--- config.mk ---
export PLATFORM = sky130hd
export DESIGN_NAME = ram_rw_arbiter
export DESIGN_NICKNAME = d
export VERILOG_FILES = /design/src/rtl/ram_rw_arbiter.sv
export SDC_FILE = /design/constraint.sdc
export NUM_CORES = 1
export LEC_CHECK = 0
export ABC_AREA = 1
export BUFFER_PORTS_ARGS = -buffer_cell sky130_fd_sc_hd__buf_2
export CORE_MARGIN = 2
export CORE_UTILIZATION = 40
export CTS_CLUSTER_DIAMETER = 200
export DETAILED_ROUTE_END_ITERATION = 12
export PLACE_DENSITY = 0.67
export SYNTH_ARGS = -nofsm -noshare
export SYNTH_HDL_FRONTEND = slang
export SYNTH_SLANG_ARGS = --single-unit
--- constraint.sdc ---
create_clock -name clk -period 3.4 [get_ports clk]
set_input_delay 0.68 -clock clk [delete_from_list [all_inputs] [get_ports clk]]
set_output_delay 0.68 -clock clk [all_outputs]
set_load 0.02 [all_outputs]
--- src/rtl/ram_rw_arbiter.sv ---
// Round-robin arbiter and op sequencer in front of a single-port RW RAM.
// Serves one request at a time (issue, capture, ack) and runs full-memory clear sweeps.
module ram_rw_arbiter #(
  parameter int ADDR_WIDTH = 2,
  parameter int DATA_WIDTH = 4
) (
  input  logic                  clk,
  input  logic                  reset,
  input  logic                  clr_req,
  output logic                  clr_busy,
  input  logic                  a_req,
  input  logic                  a_we,
  input  logic [ADDR_WIDTH-1:0] a_addr,
  input  logic [DATA_WIDTH-1:0] a_din,
  output logic                  a_ack,
  output logic [DATA_WIDTH-1:0] a_rdata,
  input  logic                  b_req,
  input  logic                  b_we,
  input  logic [ADDR_WIDTH-1:0] b_addr,
  input  logic [DATA_WIDTH-1:0] b_din,
  output logic                  b_ack,
  output logic [DATA_WIDTH-1:0] b_rdata,
  output logic                  ram_sel,
  output logic                  ram_clr,
  output logic [ADDR_WIDTH-1:0] ram_addr,
  output logic [DATA_WIDTH-1:0] ram_din,
  input  logic [DATA_WIDTH-1:0] ram_dout
);

  typedef enum logic [2:0] {IDLE, ISSUE, CAPT, ACK, CLEAR} state_t;

  state_t                state_reg, state_next;
  logic                  gnt_b_reg, gnt_b_next;   // current grant: 1 = B
  logic                  rr_b_reg, rr_b_next;     // last granted: 1 = B
  logic                  we_reg, we_next;
  logic [ADDR_WIDTH-1:0] addr_reg, addr_next;
  logic [DATA_WIDTH-1:0] din_reg, din_next;
  logic [ADDR_WIDTH-1:0] clr_cnt_reg, clr_cnt_next;
  logic [DATA_WIDTH-1:0] a_rdata_reg, b_rdata_reg;
  logic                  pick_b;

  always_ff @(posedge clk or posedge reset) begin
    if (reset) begin
      state_reg   <= IDLE;
      gnt_b_reg   <= 1'b0;
      rr_b_reg    <= 1'b1;
      we_reg      <= 1'b0;
      addr_reg    <= '0;
      din_reg     <= '0;
      clr_cnt_reg <= '0;
      a_rdata_reg <= '0;
      b_rdata_reg <= '0;
    end else begin
      state_reg   <= state_next;
      gnt_b_reg   <= gnt_b_next;
      rr_b_reg    <= rr_b_next;
      we_reg      <= we_next;
      addr_reg    <= addr_next;
      din_reg     <= din_next;
      clr_cnt_reg <= clr_cnt_next;
      // RAM output is valid during CAPT for reads issued in the previous cycle
      if (state_reg == CAPT && !we_reg) begin
        if (gnt_b_reg) b_rdata_reg <= ram_dout;
        else           a_rdata_reg <= ram_dout;
      end
    end
  end

  always_comb begin
    state_next   = state_reg;
    gnt_b_next   = gnt_b_reg;
    rr_b_next    = rr_b_reg;
    we_next      = we_reg;
    addr_next    = addr_reg;
    din_next     = din_reg;
    clr_cnt_next = clr_cnt_reg;
    clr_busy     = 1'b0;
    a_ack        = 1'b0;
    b_ack        = 1'b0;
    ram_sel      = 1'b0;
    ram_clr      = 1'b0;
    ram_addr     = '0;
    ram_din      = '0;
    pick_b       = b_req & (~a_req | ~rr_b_reg);

    case (state_reg)
      IDLE: begin
        if (clr_req) begin
          state_next = CLEAR;
        end else if (a_req || b_req) begin
          gnt_b_next = pick_b;
          rr_b_next  = pick_b;
          we_next    = pick_b ? b_we   : a_we;
          addr_next  = pick_b ? b_addr : a_addr;
          din_next   = pick_b ? b_din  : a_din;
          state_next = ISSUE;
        end
      end
      ISSUE: begin
        ram_sel    = we_reg;
        ram_addr   = addr_reg;
        ram_din    = din_reg;
        state_next = CAPT;
      end
      CAPT: state_next = ACK;
      ACK: begin
        a_ack      = ~gnt_b_reg;
        b_ack      = gnt_b_reg;
        state_next = IDLE;
      end
      CLEAR: begin
        clr_busy     = 1'b1;
        ram_clr      = 1'b1;
        ram_addr     = clr_cnt_reg;
        clr_cnt_next = clr_cnt_reg + 1'b1;
        if (clr_cnt_reg == {ADDR_WIDTH{1'b1}}) state_next = IDLE;
      end
      default: state_next = IDLE;
    endcase
  end

  assign a_rdata = a_rdata_reg;
  assign b_rdata = b_rdata_reg;

endmodule
==> impl_results.md, run 1 <==
* CP Launch Type: register
* Total negative slack at 0 ns
* Register area share after synthesis at 0.483
* Worst stage delay on the critical path at roughly 0.45 ns
* Hold Crit Class: reg2reg
* Finished layout cell area at 1400 um2
* Antenna diode count at 0
* Max Cap Viol at 0
* Worst-Margin Slew at between 0.8 and 0.9 ns
* CTS root buffer: clkbuf_4
* Post-CTS sizing at 0
* Antenna Violating Nets Remaining at 0
* Row cnt at 19
* GRT Residual Overflow at 0
* Die area at 3300 um2
* Fillcell total at approximately 300
* Top-count cell post-synth: nand2_1
* Drt pass-1 iters at 4
* Arr. time, crit path at 1.51 ns
* Slew Viols, Final at 0
* Reg clk slew, reported paths at roughly 0.12 ns
* Layout cells sized above 1 at 0.265
* CP Max Fanout at 8
* First-pass GRT wire length at 4210 um
* XOR/XNOR share of the synthesized area at 0.00767
* Average routed wire per standard cell at 10.5 um
* Synth Area in Adders at 0.0110
* Placed insts at 223
* CTS buffer count at 3
* Vias in the first global route at between 1000 and 1500
* Final Cycle Share at 0.643
* Largest net degree at the start of global routing at 23
* Vias/cell at 4.83
* Area grow syn2layout at 22.6%
* Die height at around 57 um
* Crit path required time at between 2 and 3 ns
* Nets at around 220
* Top-Level Pins at 42
* Largest family of logic cells by synthesized area: simple AND/OR/NAND/NOR gates
* Synth Flop Type: dfrtp_1
* Largest cells by area after synthesis: dfrtp_1, nand2_1, inv_1
* CTS hold repair buffers at 0
* Slew margin rel. at 0.454
* Area post-placement at 1360 um2
* RSZ-0062 raised after global routing: false
* Slowest cell on the critical path: dfrtp_1
* Critical path class: reg2out
* Yosys Warn Count at 0
* Overall routed net length at 2390 um
* Lkg Pwr at 0.828 nW
* CTS tree: done
* GP Congestion at 0.822
* WP buf/inv at 2
* Skew final at 0.00139 ns
* Total GRT Usage at 0.164
* Max VDD drop at ~500 uV
* Post-Synth Simple-Gate Area at 0.396
* Synth top cells by count: nand2_1, dfrtp_1, inv_1
* PwrDens at 827 nW/um2
* Htree depth at 1
* DRT iter0 DRCs at 36
* Initial Util at 0.418
* Final hold viol count at 0
* Crit. End Element: output pin
* Vias at roughly 1100
* Initial antenna violation count at 0
* Async SR Flop Fraction at 1.00
* # setup viols final at 0
* Mapped Nets at ~180
* Mux cell area share after synthesis at 0
* Final Critical Period at 2.19 ns
* Port Buffers at 41
* CTS Buffer Depth at 2
* Gate count after technology mapping at 155
* Fmax at 458 MHz
* Mean post-synth cell area at about 7.4 um2
* Unique masters post-synth at 19
* Post-synth EDFFs at 0
* Synth Cell Area at approximately 1100 um2
* CP delay by family, top: flip-flops
* Post-CTS Setup Inserts at 0
* Crit-path cells: inv_1 > nand3_1 > o21ai_0 > buf_2
* Share of the synthesized area in the top cell type at 0.460
* Clock sinks at 22
* Hold WS at ~0.47 ns
* Final cell count without fillers at about 230
* Register bit count reported by yosys at 22
* Compound-gate portion of the synthesized area at 0.0230
* Yosys top cell by area: dfrtp_1
* Status: finished, final reports clean
* Worst-Skew Late Latency at between 0.3 and 0.4 ns
* Core Area at 2730 um2
* Die Wd at ~57 um
* Post-DP HPWL at roughly 1900 um
* Post-route DRC at 0
[final cells by class]
class                           count  area [um2]  area share
Clock buffer                        4        36.3      0.0259
Inverter                           18        67.6      0.0483
Multi-Input combinational cell    111         500       0.357
Sequential cell                    22         552       0.394
Tap cell                           31        38.8      0.0277
Timing Repair Buffer               41         205       0.147
[where the power goes]
group / switching [W] / internal, W / leakage, nW
sequential: 0.0000832 / 0.000388 / 0.269
clock: 0.0000825 / 0.0000655 / 0.0210
combinational: 0.000359 / 0.000179 / 0.538
[layer usage]
metal	global-route usage	share of wire	vias to the layer above
li1	-	-	567
met1	0.212	0.48	489
met2	0.269	0.44	36
met3	0.0295	0.068	5
met4	0.0698	0.018	0
met5	0	0	-
[kinds of logic after synthesis]
family          count (synthesis)
xor+xnor                        1
buf+inv                        22
fa+ha+maj                       1
flops                          22
simple gates                  104
compound gates                  5
[per-stage QoR]
step           worst slack [ns]   util  total power (W)
2_1_floorplan              1.53      -         0.000872
3_3_place_gp               1.59  0.499          0.00100
3_5_place_dp               1.55  0.499          0.00102
4_1_cts                    1.18  0.512          0.00117
5_1_grt                    1.05  0.512          0.00127
6_report                   1.21  0.512          0.00116
[tightest hold or removal path, stage by stage (launching register included)]
cell,delay [ns]
dfstp_2,0.39
nand2_1,0.05
nand2_1,0.04
[path summary, 6_finish.rpt]
path,from,endpoint,slack [ns],cells after the start
setup / recovery,state_reg[1]$_DFFE_PP0P_,ram_addr[1],1.21,4
hold / removal,rr_b_reg$_DFFE_PP1P_,rr_b_reg$_DFFE_PP1P_,0.47,2
setup reg to reg,rr_b_reg$_DFFE_PP1P_,gnt_b_reg$_DFFE_PP0P_,2.09,4
hold reg to reg,rr_b_reg$_DFFE_PP1P_,rr_b_reg$_DFFE_PP1P_,0.47,2
max in group asynchronous,reset,b_rdata[3]$_DFFE_PP0P_,2.40,2
min in group asynchronous,reset,a_rdata[3]$_DFFE_PP0P_,0.50,2
[layout by cell type, fill, tap and decap left out]
cell / synthesis / routed
buf_2: 3 / 41
clkbuf_4: 0 / 3
clkbuf_8: 0 / 1
dfrtp_1: 21 / 21
dfstp_2: 1 / 1
ha_1: 1 / 1
inv_1: 17 / 17
inv_2: 1 / 1
nand2_1: 67 / 67
nand2_2: 2 / 2
nand3_1: 8 / 8
nand3b_1: 2 / 2
nand4_1: 10 / 10
nor2_1: 10 / 10
nor2_2: 2 / 2
nor2_4: 1 / 1
nor3_1: 2 / 2
o21ai_0: 4 / 4
o22ai_1: 1 / 1
xor2_1: 1 / 1
No activity file was read; power rests on OpenSTA's default activity.
==> run 2: changes to the inputs <==
--- a/config.mk
+++ b/config.mk
@@ -5,13 +5,13 @@
 export SDC_FILE = /design/constraint.sdc
 export NUM_CORES = 1
 export LEC_CHECK = 0
-export ABC_AREA = 1
+export ABC_AREA = 0
 export BUFFER_PORTS_ARGS = -buffer_cell sky130_fd_sc_hd__buf_2
 export CORE_MARGIN = 2
 export CORE_UTILIZATION = 40
 export CTS_CLUSTER_DIAMETER = 200
 export DETAILED_ROUTE_END_ITERATION = 12
-export PLACE_DENSITY = 0.67
+export PLACE_DENSITY = 0.68
 export SYNTH_ARGS = -nofsm -noshare
 export SYNTH_HDL_FRONTEND = slang
 export SYNTH_SLANG_ARGS = --single-unit
==> constraint.sdc (replaced) <==
create_clock -name clk -period 2.25 [get_ports clk]
set_input_delay 0.45 -clock clk [delete_from_list [all_inputs] [get_ports clk]]
set_output_delay 0.45 -clock clk [all_outputs]
set_load 0.02 [all_outputs]
==> run 2 against run 1 <==
Effect of this change:
- sequential power grew 62%
- wire length shrank 18%
- sequential cell count is the same
- area after synthesis shrank 6.7%
- non-clock buffer count grew 1
- global-route usage shrank 2.7 points
- clock skew grew 0.0056 ns
- synthesized cell count shrank 49%
- clock power grew 100%
- core utilization grew 2.6 points
- critical endpoint unchanged
==> impl_results.md, run 2 <==
* Power, Total at 0.00183 W (+58%)
* Post-CTS sizing at 0 (unchanged)
* Initial antenna violation count at 0 (unchanged)
* Crit path required time at 1.80 ns (-0.92 ns)
* Mapped Nets at 103 (-42%)
* Htree depth at 1 (unchanged)
* Drt pass-1 iters at 4 (unchanged)
* Port Buffers at 41 (unchanged)
* DRT iter0 DRCs at 4 (-89%)
* Hold Crit Class: in2async
* First-pass GRT wire length at 3350 um (-20%)
* Mean post-synth cell area at 13.5 um2 (+83%)
* Antenna diode count at 0 (unchanged)
* Share of the synthesized area in the top cell type at 0.493 (+0.0329)
* CTS Buffer Depth at 2 (unchanged)
* Top Usage Layer GRT: met2
* Top-Level Pins at 42 (unchanged)
* Vias at 759 (-31%)
* Core Area at 2500 um2 (-8.6%)
* Die height at 55.6 um (-3.2%)
* Synth Flop Type: dfrtp_1
* Nets at 146 (-34%)
* Met1 Use GR at 0.169 (-0.0432)
* CTS root buffer: clkbuf_4
* Worst-Margin Slew at 0.795 ns (-0.0235 ns)
* CP Depth at 3 (-1)
* GRT Residual Overflow at 0 (unchanged)
* Initial Util at 0.426 (+0.00858)
* Overall routed net length at 1960 um (-18%)
* Fmax at 487 MHz
* Worst-Skew Late Latency at 0.31 ns (about the same)
* Vias in the first global route at 752 (-26%)
* Synth top cells by count: mux2_2, dfrtp_1, and2_1, nor2_1, buf_2
* R2r setup slk at 0.61 ns (-1.48 ns)
* Slowest cell on the critical path: dfrtp_1
* Post-CTS Setup Inserts at 0 (unchanged)
* Arr. time, crit path at 1.60 ns (+0.09 ns)
* CP Max Fanout at 8 (unchanged)
* Final Cycle Share at 0.912
* Yosys Warn Count at 0 (unchanged)
* CP Launch Type: register
* Final Critical Period at between 2 and 2.5 ns
* Skew final at 0.00699 ns (+0.00561 ns)
* Met2 usage at 0.228 (-0.0416)
* Total GRT Usage at 0.137 (-0.0273)
* Critical path class: reg2out
* Average routed wire per standard cell at 13.0 um (+23%)
* Synth Cell Area at 1070 um2 (-6.7%)
* Largest cells by area after synthesis: dfrtp_1, mux2_2, and2_1
* R2R depth at 2 (-2)
* Commonest non-fill, non-tap cell in the layout: buf_2
* Slew Viols, Final at 0 (unchanged)
* Largest net degree at the start of global routing at 23 (unchanged)
* Post-synth EDFFs at 0 (unchanged)
* Die area at 3090 um2 (-6.2%)
* Post-DP HPWL at 1540 um (-18%)
* Yosys top cell by area: dfrtp_1
* Lkg Pwr at 0.661 nW (-20%)
* Die Wd at 55.6 um (-3.2%)
* Max VDD drop at 689 uV (+40%)
* Post-route DRC at 0 (unchanged)
* Antenna Violating Nets Remaining at 0 (unchanged)
* Hold WS at 0.268 ns (-0.207 ns)
* Top-count cell post-synth: mux2_2
* Final hold viol count at 0 (unchanged)
* CTS hold repair buffers at 0 (unchanged)
* Crit. End Element: output pin
* Unique masters post-synth at 24 (+5)
* Crit-path cells: nor3b_2 > a22o_1 > buf_2
* Met3 GRT Util at 0.0512 (+0.0217)
* Layout cells sized above 1 at 0.628 (+0.363)
* Area grow syn2layout at 26.3%
* GP Congestion at 0.687 (-16%)
* RSZ-0062 raised after global routing: false
* CP delay by family, top: flip-flops
* Vias/cell at 5.03 (+4.0%)
* Max Cap Viol at 0 (unchanged)
* Register bit count reported by yosys at 22 (unchanged)
* FF-to-FF Start: state_reg[1]$_DFFE_PP0P_
* Final cell count without fillers at 151 (-33%)
* Total negative slack at 0 ns (unchanged)
* Final Util at 0.539 (+0.0264)
* Placed insts at 147 (-34%)
* Row cnt at 18 (-1)
* PwrDens at 1360 nW/um2 (+64%)
* Worst stage delay on the critical path at 0.54 ns (+0.09 ns)
* Async SR Flop Fraction at 1.00 (unchanged)
* Gate count after technology mapping at 79 (-49%)
* Capturing point of the worst reg2reg path: gnt_b_reg$_DFFE_PP0P_
* Most frequent cells in the layout: buf_2, mux2_2, dfrtp_1, nor2_1, and2_1
* CTS buffer count at 3 (unchanged)
* # setup viols final at 0 (unchanged)
* Status: finished, final reports clean
* Register area share after synthesis at 0.518 (+0.0346)
* WP buf/inv at 1 (-1)
* Slew margin rel. at 0.470 (+0.0157)
* Reg clk slew, reported paths at 0.12 ns (about the same)
* Clock sinks at 22 (unchanged)
* CTS tree: done
run 2: cell families after synthesis:
group | Yosys count | share of synthesized area
AOI/OAI and AO/OA | 5 | 0.0446
xor gates and xnor gates | 2 | 0.0164
adders and majority gates | 1 | 0.0117
buffers and inverters | 5 | 0.0246
DFF | 22 | 0.518
muxes | 25 | 0.264
and+or+nand+nor | 19 | 0.121
run 2: worst max-delay path by stage:
stage / startpoint / slack [ns] / endpoint
after floorplan: state_reg[1]$_DFFE_PP0P_ / 0.43 / ram_addr[0]
after global placement: clr_req / 0.44 / din_reg[0]$_DFFE_PP0P_
after detailed placement: clr_req / 0.38 / gnt_b_reg$_DFFE_PP0P_
after CTS: state_reg[2]$_DFFE_PP0P_ / 0.18 / ram_addr[1]
after global routing: state_reg[0]$_DFFE_PP0P_ / 0.08 / ram_sel
final: state_reg[2]$_DFFE_PP0P_ / 0.20 / ram_addr[1]
run 2: final cells by class:
type | instances | area (um2)
Clock buffer | 3 | 22.5
Clock inverter | 1 | 30.0
Fill cell | 231 | 1150
Inverter | 1 | 3.75
Multi-Input combinational cell | 52 | 488
Sequential cell | 22 | 552
Tap cell | 30 | 37.5
Timing Repair Buffer | 42 | 213
run 2: worst reg2reg max path: cells and delay by family (launching register included):
kind,cells,cell delay [ns]
flip-flops,1,0.51
multiplexers,1,0.41
AND/OR/NAND/NOR,1,0.64
run 2: per-stage QoR:
stage,worst slack (ns),area [um2]
2_1_floorplan,0.428,1070
3_3_place_gp,0.435,1290
3_5_place_dp,0.376,1290
4_1_cts,0.178,1350
5_1_grt,0.0799,1350
6_report,0.197,1350
run 2: metal layers:
layer  share of wire  up-vias
li1                -      363
met1            0.43      375
met2            0.52       19
met3           0.052        2
met4          0.0051        0
met5               0        -
run 2: where the power goes:
part / switching (W) / internal, W / total (W) / leakage, nW
logic: 0.000385 / 0.000378 / 0.000763 / 0.370
registers: 0.000165 / 0.000599 / 0.000764 / 0.263
clock network: 0.000119 / 0.000180 / 0.000299 / 0.0279
==> run 3: changes to the inputs <==
==> constraint.sdc (replaced) <==
create_clock -name clk -period 1.95 [get_ports clk]
set_input_delay 0.39 -clock clk [delete_from_list [all_inputs] [get_ports clk]]
set_output_delay 0.39 -clock clk [all_outputs]
set_load 0.02 [all_outputs]
==> run 3 against run 2 <==
Effect of this change:
- cell count grew 4.6%
- highest routed layer unchanged
- die area is the same
- first-iteration DRC count shrank 25%
- count of clock-buffer cells in the layout grew 1
- sequential cell count is the same
- global-route usage grew 1.7 points
- sequential power grew 14%
- largest cell class unchanged
- clock skew shrank 0.0035 ns
==> impl_results.md, run 3 (synthesis gave the netlist of run 2 again) <==
* Lkg Pwr at 0.689 nW (+4.2%)
* Vias in the first global route at 786 (+4.5%)
* Most frequent cells in the layout: buf_2, mux2_2, dfrtp_1, buf_4
* CTS buffer count at 3 (unchanged)
* Htree depth at 1 (unchanged)
* Final Util at 0.561 (+0.0225)
* Crit path required time at 1.56 ns (-0.24 ns)
* Worst-Margin Slew at 0.558 ns (-0.237 ns)
* Initial antenna violation count at 0 (unchanged)
* Die Wd at 55.6 um (unchanged)
* Worst-Skew Late Latency at 0.31 ns (about the same)
* CTS root buffer: clkbuf_4
* Critical path class: reg2out
* PwrDens at 1520 nW/um2 (+12%)
* Slew Viols, Final at 0 (unchanged)
* Post-DP HPWL at 1690 um (+9.9%)
* Post-route DRC at 0 (unchanged)
* First-pass GRT wire length at 3710 um (+10%)
* Crit path from: state_reg[1]$_DFFE_PP0P_
* Met1 Use GR at 0.199 (+0.0302)
* Die area at 3090 um2 (unchanged)
* CP delay by family, top: flip-flops
* Status: finished, final reports clean
* R2r setup slk at 0.38 ns (-0.23 ns)
* Fmax at 534 MHz
* WP buf/inv at 2 (+1)
* Overall routed net length at 2170 um (+11%)
* Slew margin rel. at 0.628 (+0.158)
* Skew final at 0.00345 ns (-0.00354 ns)
* Nets at 153 (+4.8%)
* Top Usage Layer GRT: met2
* Top-Level Pins at 42 (unchanged)
* Slowest cell on the critical path: dfrtp_2
* FF-to-FF Start: state_reg[1]$_DFFE_PP0P_
* GRT Residual Overflow at 0 (unchanged)
* Antenna diode count at 0 (unchanged)
* GP Congestion at 0.703 (+2.3%)
* Area grow syn2layout at 31.6%
* Clock sinks at 22 (unchanged)
* Final Cycle Share at 0.960
* Crit. End Element: output pin
* Vias/cell at 4.95 (-1.5%)
* CP Max Fanout at 7 (-1)
* CP Launch Type: register
* Core Area at 2500 um2 (unchanged)
* Arr. time, crit path at 1.48 ns (-0.12 ns)
* Max Cap Viol at 0 (unchanged)
* Largest net degree at the start of global routing at 16 (-30%)
* Final hold viol count at 0 (unchanged)
* Layout cells sized above 1 at 0.680 (+0.0516)
* Max VDD drop at 738 uV (+7.0%)
* Antenna Violating Nets Remaining at 0 (unchanged)
* # setup viols final at 0 (unchanged)
* Worst stage delay on the critical path at 0.50 ns (-0.04 ns)
* Reg clk slew, reported paths at 0.12 ns (about the same)
* CTS tree: done
* Port Buffers at 41 (unchanged)
* Commonest non-fill, non-tap cell in the layout: buf_2
* Hold Crit Class: in2async
* Total GRT Usage at 0.154 (+0.0174)
* Row cnt at 18 (unchanged)
* Met3 GRT Util at 0.0256 (-0.0256)
* DRT iter0 DRCs at 3 (-1)
* Met2 usage at 0.252 (+0.0238)
* Drt pass-1 iters at 2 (-2)
* Initial Util at 0.426 (unchanged)
* Die height at 55.6 um (unchanged)
* CTS Buffer Depth at 2 (unchanged)
* Average routed wire per standard cell at 13.7 um (+5.9%)
* Power, Total at 0.00213 W (+16%)
* Crit-path cells: nor3b_2 > buf_4 > and2_1 > buf_2
* Vias at 782 (+3.0%)
* Final Critical Period at ~1.9 ns
[run 3: cell types whose count changed in the layout (fill, tap and decap cells not counted)]
cell	previous run	this run
buf_2	41	39
buf_4	1	10
bufinv_16	1	0
clkbuf_8	0	1
dfrtp_1	21	18
dfrtp_2	0	3
nor3b_1	1	0
nor3b_4	0	1
[run 3: timing repair]
| action | in CTS | in global routing |
|---|---|---|
| pin swaps | 0 | 1 |
| buffers inserted | 0 | 3 |
| endpoints found under the setup margin | 7 | 9 |
| gates resized for setup | 4 | 3 |
| hold buffers | 0 | 0 |
[run 3: worst reg2reg max path: stages (launching register included)]
cell,delay [ns]
dfrtp_2,0.50
buf_4,0.17
nor4b_4,0.25
buf_4,0.21
mux2_2,0.34
[run 3: where the power goes]
| part | internal [W] | switching (W) | leakage [nW] | total (W) |
|---|---|---|---|---|
| Clock | 0.000114 | 0.000137 | 0.0210 | 0.000252 |
| Combinational | 0.000514 | 0.000486 | 0.409 | 0.00100 |
| Sequential | 0.000697 | 0.000177 | 0.259 | 0.000874 |
| Total | 0.00133 | 0.000800 | 0.689 | 0.00213 |
[run 3: layout make-up]
cell class | count | area [um2]
well taps | 30 | 37.5
flip-flops and latches | 22 | 556
clock buffers | 4 | 36.3
inverters | 1 | 3.75
multi-input cells | 52 | 499
repair buffers | 49 | 270
fillers | 218 | 1100
[run 3: path summary, 6_finish.rpt]
path	to	cells past startpoint
setup / recovery	ram_din[2]	4
hold / removal	din_reg[2]$_DFFE_PP0P_	2
setup reg to reg	din_reg[3]$_DFFE_PP0P_	4
hold reg to reg	din_reg[1]$_DFFE_PP0P_	1
max in group asynchronous	b_rdata[2]$_DFFE_PP0P_	3
min in group clk	b_rdata[0]$_DFFE_PP0P_	2
[run 3: per-stage QoR]
stage	area [um2]	hold slack (ns)	TNS [ns]	cells	setup WS, ns
floorplan	1070	0.378	0	79	0.188
global placement	1320	0.474	0	151	0.290
detailed placement	1320	0.473	0	151	0.249
CTS	1370	0.118	0	155	0.00922
global route	1400	0.146	-0.000812	158	-0.000812
finish	1400	0.105	0	158	0.0771
[run 3: per-layer routing]
layer	vias up	routed length [um]
li1	375	-
met1	386	909
met2	17	1140
met3	4	82
met4	0	36
met5	-	0
